`src/rtl/regfile_wb_arbiter_if.sv`:
```
// Bus bundle for the register-file write-port arbiter: pipeline WB, long-latency
// result handshake, decode hazard query and the register-file write port.
interface regfile_wb_arbiter_if #(
  parameter int DATA_W = 16,
  parameter int ADDR_W = 3
);
  logic              p_we;
  logic [ADDR_W-1:0] p_waddr;
  logic [DATA_W-1:0] p_wdata;
  logic              iss_valid;
  logic [ADDR_W-1:0] iss_addr;
  logic              l_valid;
  logic              l_ready;
  logic [ADDR_W-1:0] l_addr;
  logic [DATA_W-1:0] l_data;
  logic              q_re1;
  logic              q_re2;
  logic [ADDR_W-1:0] q_raddr1;
  logic [ADDR_W-1:0] q_raddr2;
  logic              q_we;
  logic [ADDR_W-1:0] q_waddr;
  logic              q_stall;
  logic              wb_hold;
  logic              err_waw;
  logic              rf_we;
  logic [ADDR_W-1:0] rf_waddr;
  logic [DATA_W-1:0] rf_wdata;

  modport master (
    output p_we, p_waddr, p_wdata, iss_valid, iss_addr, l_valid, l_addr, l_data,
           q_re1, q_re2, q_raddr1, q_raddr2, q_we, q_waddr,
    input  l_ready, q_stall, wb_hold, err_waw, rf_we, rf_waddr, rf_wdata
  );

  modport slave (
    input  p_we, p_waddr, p_wdata, iss_valid, iss_addr, l_valid, l_addr, l_data,
           q_re1, q_re2, q_raddr1, q_raddr2, q_we, q_waddr,
    output l_ready, q_stall, wb_hold, err_waw, rf_we, rf_waddr, rf_wdata
  );
endinterface

```
`src/rtl/regfile_wb_arbiter.sv`:
```
// Shares the register-file write port between WB (priority) and a buffered
// long-latency unit; tracks pending destinations to stall decode.
module regfile_wb_arbiter #(
  parameter int DATA_W   = 16,
  parameter int ADDR_W   = 3,
  parameter int NUM_REGS = 8,
  parameter int MAX_WAIT = 4
) (
  input logic               clk,
  input logic               rst,
  regfile_wb_arbiter_if.slave bus
);
  logic [1:0]          count;
  logic [ADDR_W-1:0]   q_addr [2];
  logic [DATA_W-1:0]   q_data [2];
  logic [NUM_REGS-1:0] busy, busy_nxt;
  logic [3:0]          wait_cnt;
  logic                ready, push, pop, full_wait;

  assign ready     = ~rst & (count < 2'd2);
  assign push      = bus.l_valid & ready;
  assign pop       = ~rst & ~bus.p_we & (count != 2'd0);
  assign full_wait = (wait_cnt == 4'(MAX_WAIT));

  // Issue is applied after the pop clear so a same-cycle set wins.
  always_comb begin
    busy_nxt = busy;
    if (pop)           busy_nxt[q_addr[0]]    = 1'b0;
    if (bus.iss_valid) busy_nxt[bus.iss_addr] = 1'b1;
  end

  always_ff @(posedge clk) begin
    if (rst) begin
      count    <= '0;
      busy     <= '0;
      wait_cnt <= '0;
    end else begin
      busy <= busy_nxt;
      case ({push, pop})
        2'b10: begin
          q_addr[count[0]] <= bus.l_addr;
          q_data[count[0]] <= bus.l_data;
          count            <= count + 2'd1;
        end
        2'b01: begin
          q_addr[0] <= q_addr[1];
          q_data[0] <= q_data[1];
          count     <= count - 2'd1;
        end
        2'b11: begin
          // Only reachable with one entry: the new result becomes the head.
          q_addr[0] <= bus.l_addr;
          q_data[0] <= bus.l_data;
        end
        default: ;
      endcase
      if (pop || count == 2'd0)       wait_cnt <= '0;
      else if (bus.p_we && !full_wait) wait_cnt <= wait_cnt + 4'd1;
    end
  end

  always_comb begin
    bus.l_ready  = ready;
    bus.q_stall  = 1'b0;
    bus.wb_hold  = 1'b0;
    bus.err_waw  = 1'b0;
    bus.rf_we    = 1'b0;
    bus.rf_waddr = '0;
    bus.rf_wdata = '0;
    if (!rst) begin
      bus.q_stall = (bus.q_re1 & busy[bus.q_raddr1]) |
                    (bus.q_re2 & busy[bus.q_raddr2]) |
                    (bus.q_we  & busy[bus.q_waddr]);
      bus.wb_hold = full_wait;
      bus.err_waw = bus.iss_valid & busy[bus.iss_addr];
      if (bus.p_we) begin
        bus.rf_we    = 1'b1;
        bus.rf_waddr = bus.p_waddr;
        bus.rf_wdata = bus.p_wdata;
      end else if (count != 2'd0) begin
        bus.rf_we    = 1'b1;
        bus.rf_waddr = q_addr[0];
        bus.rf_wdata = q_data[0];
      end
    end
  end
endmodule
```
`src/flat_wrapper.sv`:
```
// flat-port wrapper written by rule: the top's interface ports become plain ports
module regfile_wb_arbiter_flat 
#(
  parameter int DATA_W   = 16,
  parameter int ADDR_W   = 3,
  parameter int NUM_REGS = 8,
  parameter int MAX_WAIT = 4
)
  (clk, rst, bus_p_we, bus_p_waddr, bus_p_wdata, bus_iss_valid, bus_iss_addr, bus_l_valid, bus_l_addr, bus_l_data, bus_q_re1, bus_q_re2, bus_q_raddr1, bus_q_raddr2, bus_q_we, bus_q_waddr, bus_l_ready, bus_q_stall, bus_wb_hold, bus_err_waw, bus_rf_we, bus_rf_waddr, bus_rf_wdata);
  regfile_wb_arbiter_if #(.DATA_W(DATA_W), .ADDR_W(ADDR_W)) bus_i ();
  input logic clk;
  input logic rst;
  input wire logic [$bits(bus_i.p_we)-1:0] bus_p_we;
  input wire logic [$bits(bus_i.p_waddr)-1:0] bus_p_waddr;
  input wire logic [$bits(bus_i.p_wdata)-1:0] bus_p_wdata;
  input wire logic [$bits(bus_i.iss_valid)-1:0] bus_iss_valid;
  input wire logic [$bits(bus_i.iss_addr)-1:0] bus_iss_addr;
  input wire logic [$bits(bus_i.l_valid)-1:0] bus_l_valid;
  input wire logic [$bits(bus_i.l_addr)-1:0] bus_l_addr;
  input wire logic [$bits(bus_i.l_data)-1:0] bus_l_data;
  input wire logic [$bits(bus_i.q_re1)-1:0] bus_q_re1;
  input wire logic [$bits(bus_i.q_re2)-1:0] bus_q_re2;
  input wire logic [$bits(bus_i.q_raddr1)-1:0] bus_q_raddr1;
  input wire logic [$bits(bus_i.q_raddr2)-1:0] bus_q_raddr2;
  input wire logic [$bits(bus_i.q_we)-1:0] bus_q_we;
  input wire logic [$bits(bus_i.q_waddr)-1:0] bus_q_waddr;
  output wire logic [$bits(bus_i.l_ready)-1:0] bus_l_ready;
  output wire logic [$bits(bus_i.q_stall)-1:0] bus_q_stall;
  output wire logic [$bits(bus_i.wb_hold)-1:0] bus_wb_hold;
  output wire logic [$bits(bus_i.err_waw)-1:0] bus_err_waw;
  output wire logic [$bits(bus_i.rf_we)-1:0] bus_rf_we;
  output wire logic [$bits(bus_i.rf_waddr)-1:0] bus_rf_waddr;
  output wire logic [$bits(bus_i.rf_wdata)-1:0] bus_rf_wdata;
  assign bus_i.p_we = bus_p_we;
  assign bus_i.p_waddr = bus_p_waddr;
  assign bus_i.p_wdata = bus_p_wdata;
  assign bus_i.iss_valid = bus_iss_valid;
  assign bus_i.iss_addr = bus_iss_addr;
  assign bus_i.l_valid = bus_l_valid;
  assign bus_i.l_addr = bus_l_addr;
  assign bus_i.l_data = bus_l_data;
  assign bus_i.q_re1 = bus_q_re1;
  assign bus_i.q_re2 = bus_q_re2;
  assign bus_i.q_raddr1 = bus_q_raddr1;
  assign bus_i.q_raddr2 = bus_q_raddr2;
  assign bus_i.q_we = bus_q_we;
  assign bus_i.q_waddr = bus_q_waddr;
  assign bus_l_ready = bus_i.l_ready;
  assign bus_q_stall = bus_i.q_stall;
  assign bus_wb_hold = bus_i.wb_hold;
  assign bus_err_waw = bus_i.err_waw;
  assign bus_rf_we = bus_i.rf_we;
  assign bus_rf_waddr = bus_i.rf_waddr;
  assign bus_rf_wdata = bus_i.rf_wdata;
  regfile_wb_arbiter #(.DATA_W(DATA_W), .ADDR_W(ADDR_W), .NUM_REGS(NUM_REGS), .MAX_WAIT(MAX_WAIT)) u_core (.clk(clk), .rst(rst), .bus(bus_i));
endmodule
```
`config.mk`:
```
export PLATFORM = sky130hd
export DESIGN_NAME = regfile_wb_arbiter_flat
export DESIGN_NICKNAME = d
export VERILOG_FILES = /design/src/rtl/regfile_wb_arbiter_if.sv /design/src/rtl/regfile_wb_arbiter.sv /design/src/flat_wrapper.sv
export SDC_FILE = /design/constraint.sdc
export NUM_CORES = 1
export LEC_CHECK = 0
export CORE_MARGIN = 5
export CORE_UTILIZATION = 25
export CTS_CLUSTER_DIAMETER = 150
export CTS_CLUSTER_SIZE = 10
export DETAILED_ROUTE_END_ITERATION = 7
export GPL_TIMING_DRIVEN = 1
export PLACE_DENSITY = 0.48
export SYNTH_ARGS = -nofsm -noshare
export SYNTH_HDL_FRONTEND = slang
export SYNTH_SLANG_ARGS = --single-unit
```
`constraint.sdc`:
```
create_clock -name clk -period 3.9 [get_ports clk]
set_input_delay 0.585 -clock clk [delete_from_list [all_inputs] [get_ports clk]]
set_output_delay 0.585 -clock clk [all_outputs]
set_load 0.01 [all_outputs]
```
==> impl_metrics.env, run 1 <==
export IMPL_cts_made_buffers=5
export IMPL_synth_top_family_by_area="multiplexers"
export IMPL_cts_tree="built"
export IMPL_grt_pass1_wl_mm=10.9
export IMPL_finalHoldViolCount=0
export IMPL_setup_violations=0
export IMPL_synthToLayoutAreaGrowth_pct=42.6
export IMPL_crit_fanout=2
export IMPL_synthSimpleGateAreaFrac=0.101
export IMPL_synth_edf_count=38
export IMPL_leakage_nw=1.28
export IMPL_vias_per_cell=4.53
export IMPL_end_kind="output port"
export IMPL_final_cells=420
export IMPL_antenna_found_initial=0
export IMPL_avgSynthCellArea_um2=13.0
export IMPL_ctsLongestPathBuffers=2
export IMPL_synth_cell_type_count=35
export IMPL_synth_nets=261
export IMPL_overflow=0
export IMPL_fin_hold_ws_ns=0.469
export IMPL_final_setup_skew_ns=0.00848
export IMPL_worstMarginPinSlew_ns=0.606
export IMPL_h_tree_depth=2
export IMPL_clock_sinks=52
export IMPL_slew_violations=0
export IMPL_numPortBuffers=81
export IMPL_drive_gt1_frac=0.151
export IMPL_drc=0
export IMPL_post_cts_repair_setup_buffers=0
export IMPL_status="finished, final reports clean"
export IMPL_dieArea_um2=12400
export IMPL_ys_seq_area_frac=0.554
export IMPL_rsz0062_at_grt="no"
export IMPL_drtIter0Drc=60
export IMPL_final_fill_count=1050
export IMPL_hp_class="reg2reg"
export IMPL_vdd_ir_drop_max_v=0.000141
export IMPL_clockRootBuffer="clkbuf_8"
export IMPL_dr_total_vias=1902
export IMPL_die_x_um=111
export IMPL_grt_max_degree=21
export IMPL_relSlewSlack=0.595
export IMPL_synth_warning_count=0
export IMPL_globalplace_congestion=0.742
export IMPL_track_usage=0.110
export IMPL_maxCapViolations=0
export IMPL_cp_required_ns=3.31
export IMPL_synthAdderAreaFrac=0.0244
export IMPL_synth_async_reset_ratio=0
export IMPL_fin_crit_sh=0.896
export IMPL_finalNetCount=346
export IMPL_clock_latency_ns=0.30
export IMPL_syn_area_um2=2570
export IMPL_tns_ns=0
export IMPL_path_class="in2out"
export IMPL_wl_mm=6.57
export IMPL_multiInputGateArea_um2=1090
export IMPL_fmax_mhz=286
export IMPL_num_antenna_cells=0
export IMPL_clkTransAtPathRegs_ns=0.09
export IMPL_synth_cells=198
export IMPL_cts_resized=0
export IMPL_drt_wirelength_per_cell_um=15.7
export IMPL_ioPinCount=82
export IMPL_pwr_density_cell_nw_per_um2=338
export IMPL_setup_worst_path_start_class="input port"
export IMPL_muxShareOfSynthArea=0.165
export IMPL_final_antenna_net_count=0
export IMPL_die_y_um=111
export IMPL_num_rows=37
export IMPL_finalWorstPathRequiredPeriod_ns=3.50
export IMPL_dr_pass1_iters=4
export IMPL_core_um2=10200
export IMPL_cts_hold_buf=0
export IMPL_dp_hpwl_mm=4.71
export IMPL_synth_xor_area_share=0.0136
export IMPL_synthFlopType="edfxtp_1"
export IMPL_synth_seq_cells=52
export IMPL_ff_latch_area_um2=1420
export IMPL_grt_pass1_vias=2073
export IMPL_dp_cells=412
export IMPL_synth_compound_area_share=0.119
export IMPL_arrival_ns=2.91
export IMPL_start_util=0.252
==> cell type report <==
type / instances / area share
multi-input combinational: 132 / 0.298
timing repair buffer: 86 / 0.232
inverter: 6 / 0.00615
clock buffer: 6 / 0.0198
tap: 136 / 0.0465
sequential: 52 / 0.388
clock inverter: 2 / 0.00957
==> worst paths after layout <==
| path | start | cells past startpoint | end | slack (ns) |
|---|---|---|---|---|
| setup / recovery | bus_q_waddr[0] | 6 | bus_q_stall | 0.40 |
| hold / removal | u_core.wait_cnt[3] | 2 | u_core.wait_cnt[3] | 0.47 |
| setup reg to reg | u_core.count[0] | 6 | u_core.q_addr[0][2] | 1.38 |
| hold reg to reg | u_core.wait_cnt[3] | 2 | u_core.wait_cnt[3] | 0.47 |
==> critical path, stage by stage <==
cell and delay [ns]:
clkdlybuf4s50_1 0.51, mux4_1 0.55, mux2_2 0.27, and3_1 0.17, or3_1 0.35, clkdlybuf4s50_1 0.48
==> through the flow <==
| step | setup slack, ns | cell area [um^2] | util | total power [mW] |
|---|---|---|---|---|
| floorplan | 1.36 | 2570 | - | 0.756 |
| global placement | 0.424 | 3550 | 0.349 | 0.883 |
| detailed placement | 0.397 | 3550 | 0.349 | 0.885 |
| CTS | 0.392 | 3660 | 0.360 | 1.26 |
| global route | 0.345 | 3660 | 0.360 | 1.30 |
| finish | 0.405 | 3660 | 0.360 | 1.24 |
==> cells by family after synthesis <==
kind of cell,count (synthesis)
flip-flops,52
AND/OR/NAND/NOR,49
AO/OA/AOI/OAI,43
multiplexers,31
buffers and inverters,14
adder cells (fa/ha/maj),5
XOR/XNOR,4
==> layer usage <==
metal / GRT usage / vias to the layer above / share of wire
met5: 0 / - / 0
met4: 0.0268 / 0 / 0.0097
met3: 0.0326 / 7 / 0.059
met2: 0.182 / 53 / 0.48
met1: 0.142 / 909 / 0.45
li1: - / 933 / -
==> cells in the final DEF, fill, tap and decap left out, types with 6 or more instances in the layout <==
cell type / Yosys / final
nand2_1: 9 / 9
a22o_1: 18 / 18
nor2_1: 8 / 7
dfxtp_1: 14 / 14
clkdlybuf4s50_1: 0 / 81
a21oi_1: 12 / 12
inv_1: 6 / 6
mux2_2: 24 / 24
edfxtp_1: 38 / 38
nand3_1: 6 / 6
==> power by group <==
part	switching (mW)	internal, mW	total [mW]
Sequential	0.0178	0.624	0.642
Combinational	0.0910	0.134	0.225
Clock	0.178	0.191	0.369
==> registers in the layout (all words and copies together), names as in the netlist <==
| signal | cells |
|---|---|
| u_core.q_data | 32 |
| u_core.busy | 8 |
| u_core.q_addr | 6 |
| u_core.wait_cnt | 4 |
| u_core.count | 2 |
==> synthesized netlist by cell type (all sizes together) (5+ instances only) <==
| cell | n | area share |
|---|---|---|
| edfxtp | 38 | 0.44 |
| nor2 | 9 | 0.016 |
| a22o | 18 | 0.061 |
| nor2b | 6 | 0.015 |
| dfxtp | 14 | 0.11 |
| mux4 | 6 | 0.056 |
| ha | 5 | 0.024 |
| nand3 | 6 | 0.012 |
| and3 | 5 | 0.012 |
| o21ai | 5 | 0.0097 |
| inv | 6 | 0.0088 |
| a21oi | 12 | 0.023 |
| mux2 | 24 | 0.11 |
| nand2 | 9 | 0.013 |
Power figures use the tool's default switching activity.
==> run 2, diff against run 1 <==
CORE_ASPECT_RATIO = 0.8   (was unset)
==> run 2 against run 1 <==
  * Combinational power barely moved
  * First-iteration DRC count rose by 27%
  * Die area barely moved
  * Via count fell by 0.32%
  * Critical endpoint unchanged
  * Largest power group unchanged
==> impl_metrics.env, run 2 (synthesis results as in run 1) <==
export IMPL_status="finished, final reports clean"
export IMPL_drive_gt1_frac=0.151
export IMPL_dr_pass1_iters=4
export IMPL_final_common_cell="clkdlybuf4s50_1"
export IMPL_slew_violations=0
export IMPL_num_rows=33
export IMPL_numPortBuffers=81
export IMPL_grt_max_degree=21
export IMPL_dp_hpwl_mm=4.56
export IMPL_clock_latency_ns=0.29
export IMPL_clkTransAtPathRegs_ns=0.06
export IMPL_overflow=0
export IMPL_num_antenna_cells=0
export IMPL_rsz0062_at_grt="no"
export IMPL_fin_crit_sh=0.896
export IMPL_setup_violations=0
export IMPL_antenna_found_initial=1
export IMPL_final_cell_mix="81 x clkdlybuf4s50_1, 38 x edfxtp_1, 24 x mux2_2"
export IMPL_crit_top_cell="clkdlybuf4s50_1"
export IMPL_worst_path_max_delay_cell="mux4_1"
export IMPL_cp_slowest_stage_delay_ns=0.55
export IMPL_finalWorstPathRequiredPeriod_ns=3.49
export IMPL_track_usage=0.111
export IMPL_reg_top3="u_core.q_data (32), u_core.busy (8), u_core.q_addr (6)"
export IMPL_drt_wirelength_per_cell_um=15.4
export IMPL_synthToLayoutAreaGrowth_pct=44.3
export IMPL_maxCapViolations=0
export IMPL_core_um2=10200
export IMPL_ioPinCount=82
export IMPL_cts_tree="built"
export IMPL_clock_sinks=52
export IMPL_worst_slack_ns=0.407
export IMPL_top_register="u_core.q_data"
export IMPL_final_antenna_net_count=0
export IMPL_worstMarginPinSlew_ns=0.599
export IMPL_pwr_density_cell_nw_per_um2=352
export IMPL_grt_pass1_wl_mm=10.6
export IMPL_die_y_um=101
export IMPL_vdd_ir_drop_max_v=0.000158
export IMPL_dp_cells=416
export IMPL_tns_ns=0
export IMPL_path_cells="clkdlybuf4s50_1, mux4_1, mux2_2, and3_1, or3_1, clkdlybuf4s50_1"
export IMPL_largest_register_ffs=32
export IMPL_vias_per_cell=4.47
export IMPL_drtIter0Drc=76
export IMPL_stdcell_area_um2=3700
export IMPL_wl_mm=6.54
export IMPL_pre_cts_slack_ns=0.390
export IMPL_r2r_cells=5
export IMPL_path_class="in2out"
export IMPL_finalNetCount=346
export IMPL_finalHoldViolCount=0
export IMPL_setup_worst_path_start_class="input port"
export IMPL_cts_made_buffers=5
export IMPL_dieArea_um2=12400
export IMPL_cts_hold_buf=0
export IMPL_r2r_slack_ns=1.61
export IMPL_final_setup_skew_ns=0.00537
export IMPL_arrival_ns=2.91
export IMPL_fmax_mhz=286
export IMPL_drc=0
export IMPL_cts_resized=0
export IMPL_hp_class="reg2reg"
export IMPL_globalplace_congestion=0.742
export IMPL_post_cts_repair_setup_buffers=0
export IMPL_leakage_nw=1.29
export IMPL_h_tree_depth=2
export IMPL_placed_area_um2=3560
export IMPL_die_x_um=123
export IMPL_clockRootBuffer="clkbuf_16"
export IMPL_relSlewSlack=0.600
export IMPL_holdPathStages=2
export IMPL_ctsLongestPathBuffers=2
export IMPL_start_util=0.253
export IMPL_dr_total_vias=1896
export IMPL_crit_fanout=2
export IMPL_end_kind="output port"
export IMPL_fin_hold_ws_ns=0.475
export IMPL_cp_required_ns=3.31
export IMPL_final_cells=424
export IMPL_grt_pass1_vias=2065
## run 2: cell types whose count changed in the layout (fill, tap and decap cells not counted)
cell        before  now
clkbuf_16        0    5
clkinv_4         0    1
clkinv_2         1    0
clkbuf_8         5    0
bufinv_16        1    0
clkinvlp_4       0    1
## run 2: power breakdown
group	leakage, nW	switching, mW	total, mW	internal [mW]
registers	0.460	0.0190	0.643	0.625
clock network	0.0671	0.196	0.435	0.240
logic	0.766	0.0902	0.224	0.134
total	1.29	0.305	1.30	0.998
## run 2: critical path, delay by kind of cell
kind	cells	cell delay [ns]
buffers and inverters	2	0.98
and+or+nand+nor	2	0.52
muxes	2	0.82
## run 2: layer usage
metal,vias up,GRT usage,share of wire
met1,896,0.143,0.45
met4,2,0.0289,0.0067
met3,6,0.0499,0.098
li1,933,-,-
met5,-,0,0.0020
met2,59,0.170,0.45
## run 2: final cells by class
cell class	instances	area, um^2
multi-input combinational	132	1090
timing repair buffer	86	848
clock inverter	2	16.3
inverter	6	22.5
sequential	52	1420
tap	140	175
fill	1053	6450
clock buffer	6	129
## run 2: worst paths after layout
kind                                          from                  end
worst min-delay path            u_core.wait_cnt[3]   u_core.wait_cnt[3]
worst max register to register     u_core.count[0]  u_core.q_data[0][7]
worst max-delay path                bus_q_waddr[0]          bus_q_stall
worst min register to register  u_core.wait_cnt[3]   u_core.wait_cnt[3]
## run 2: stage by stage
stage | power [mW] | util
final | 1.30 | 0.365
after global routing | 1.37 | 0.365
after CTS | 1.33 | 0.365
after detailed placement | 0.882 | 0.350
after global placement | 0.883 | 0.350
after floorplan | 0.756 | -
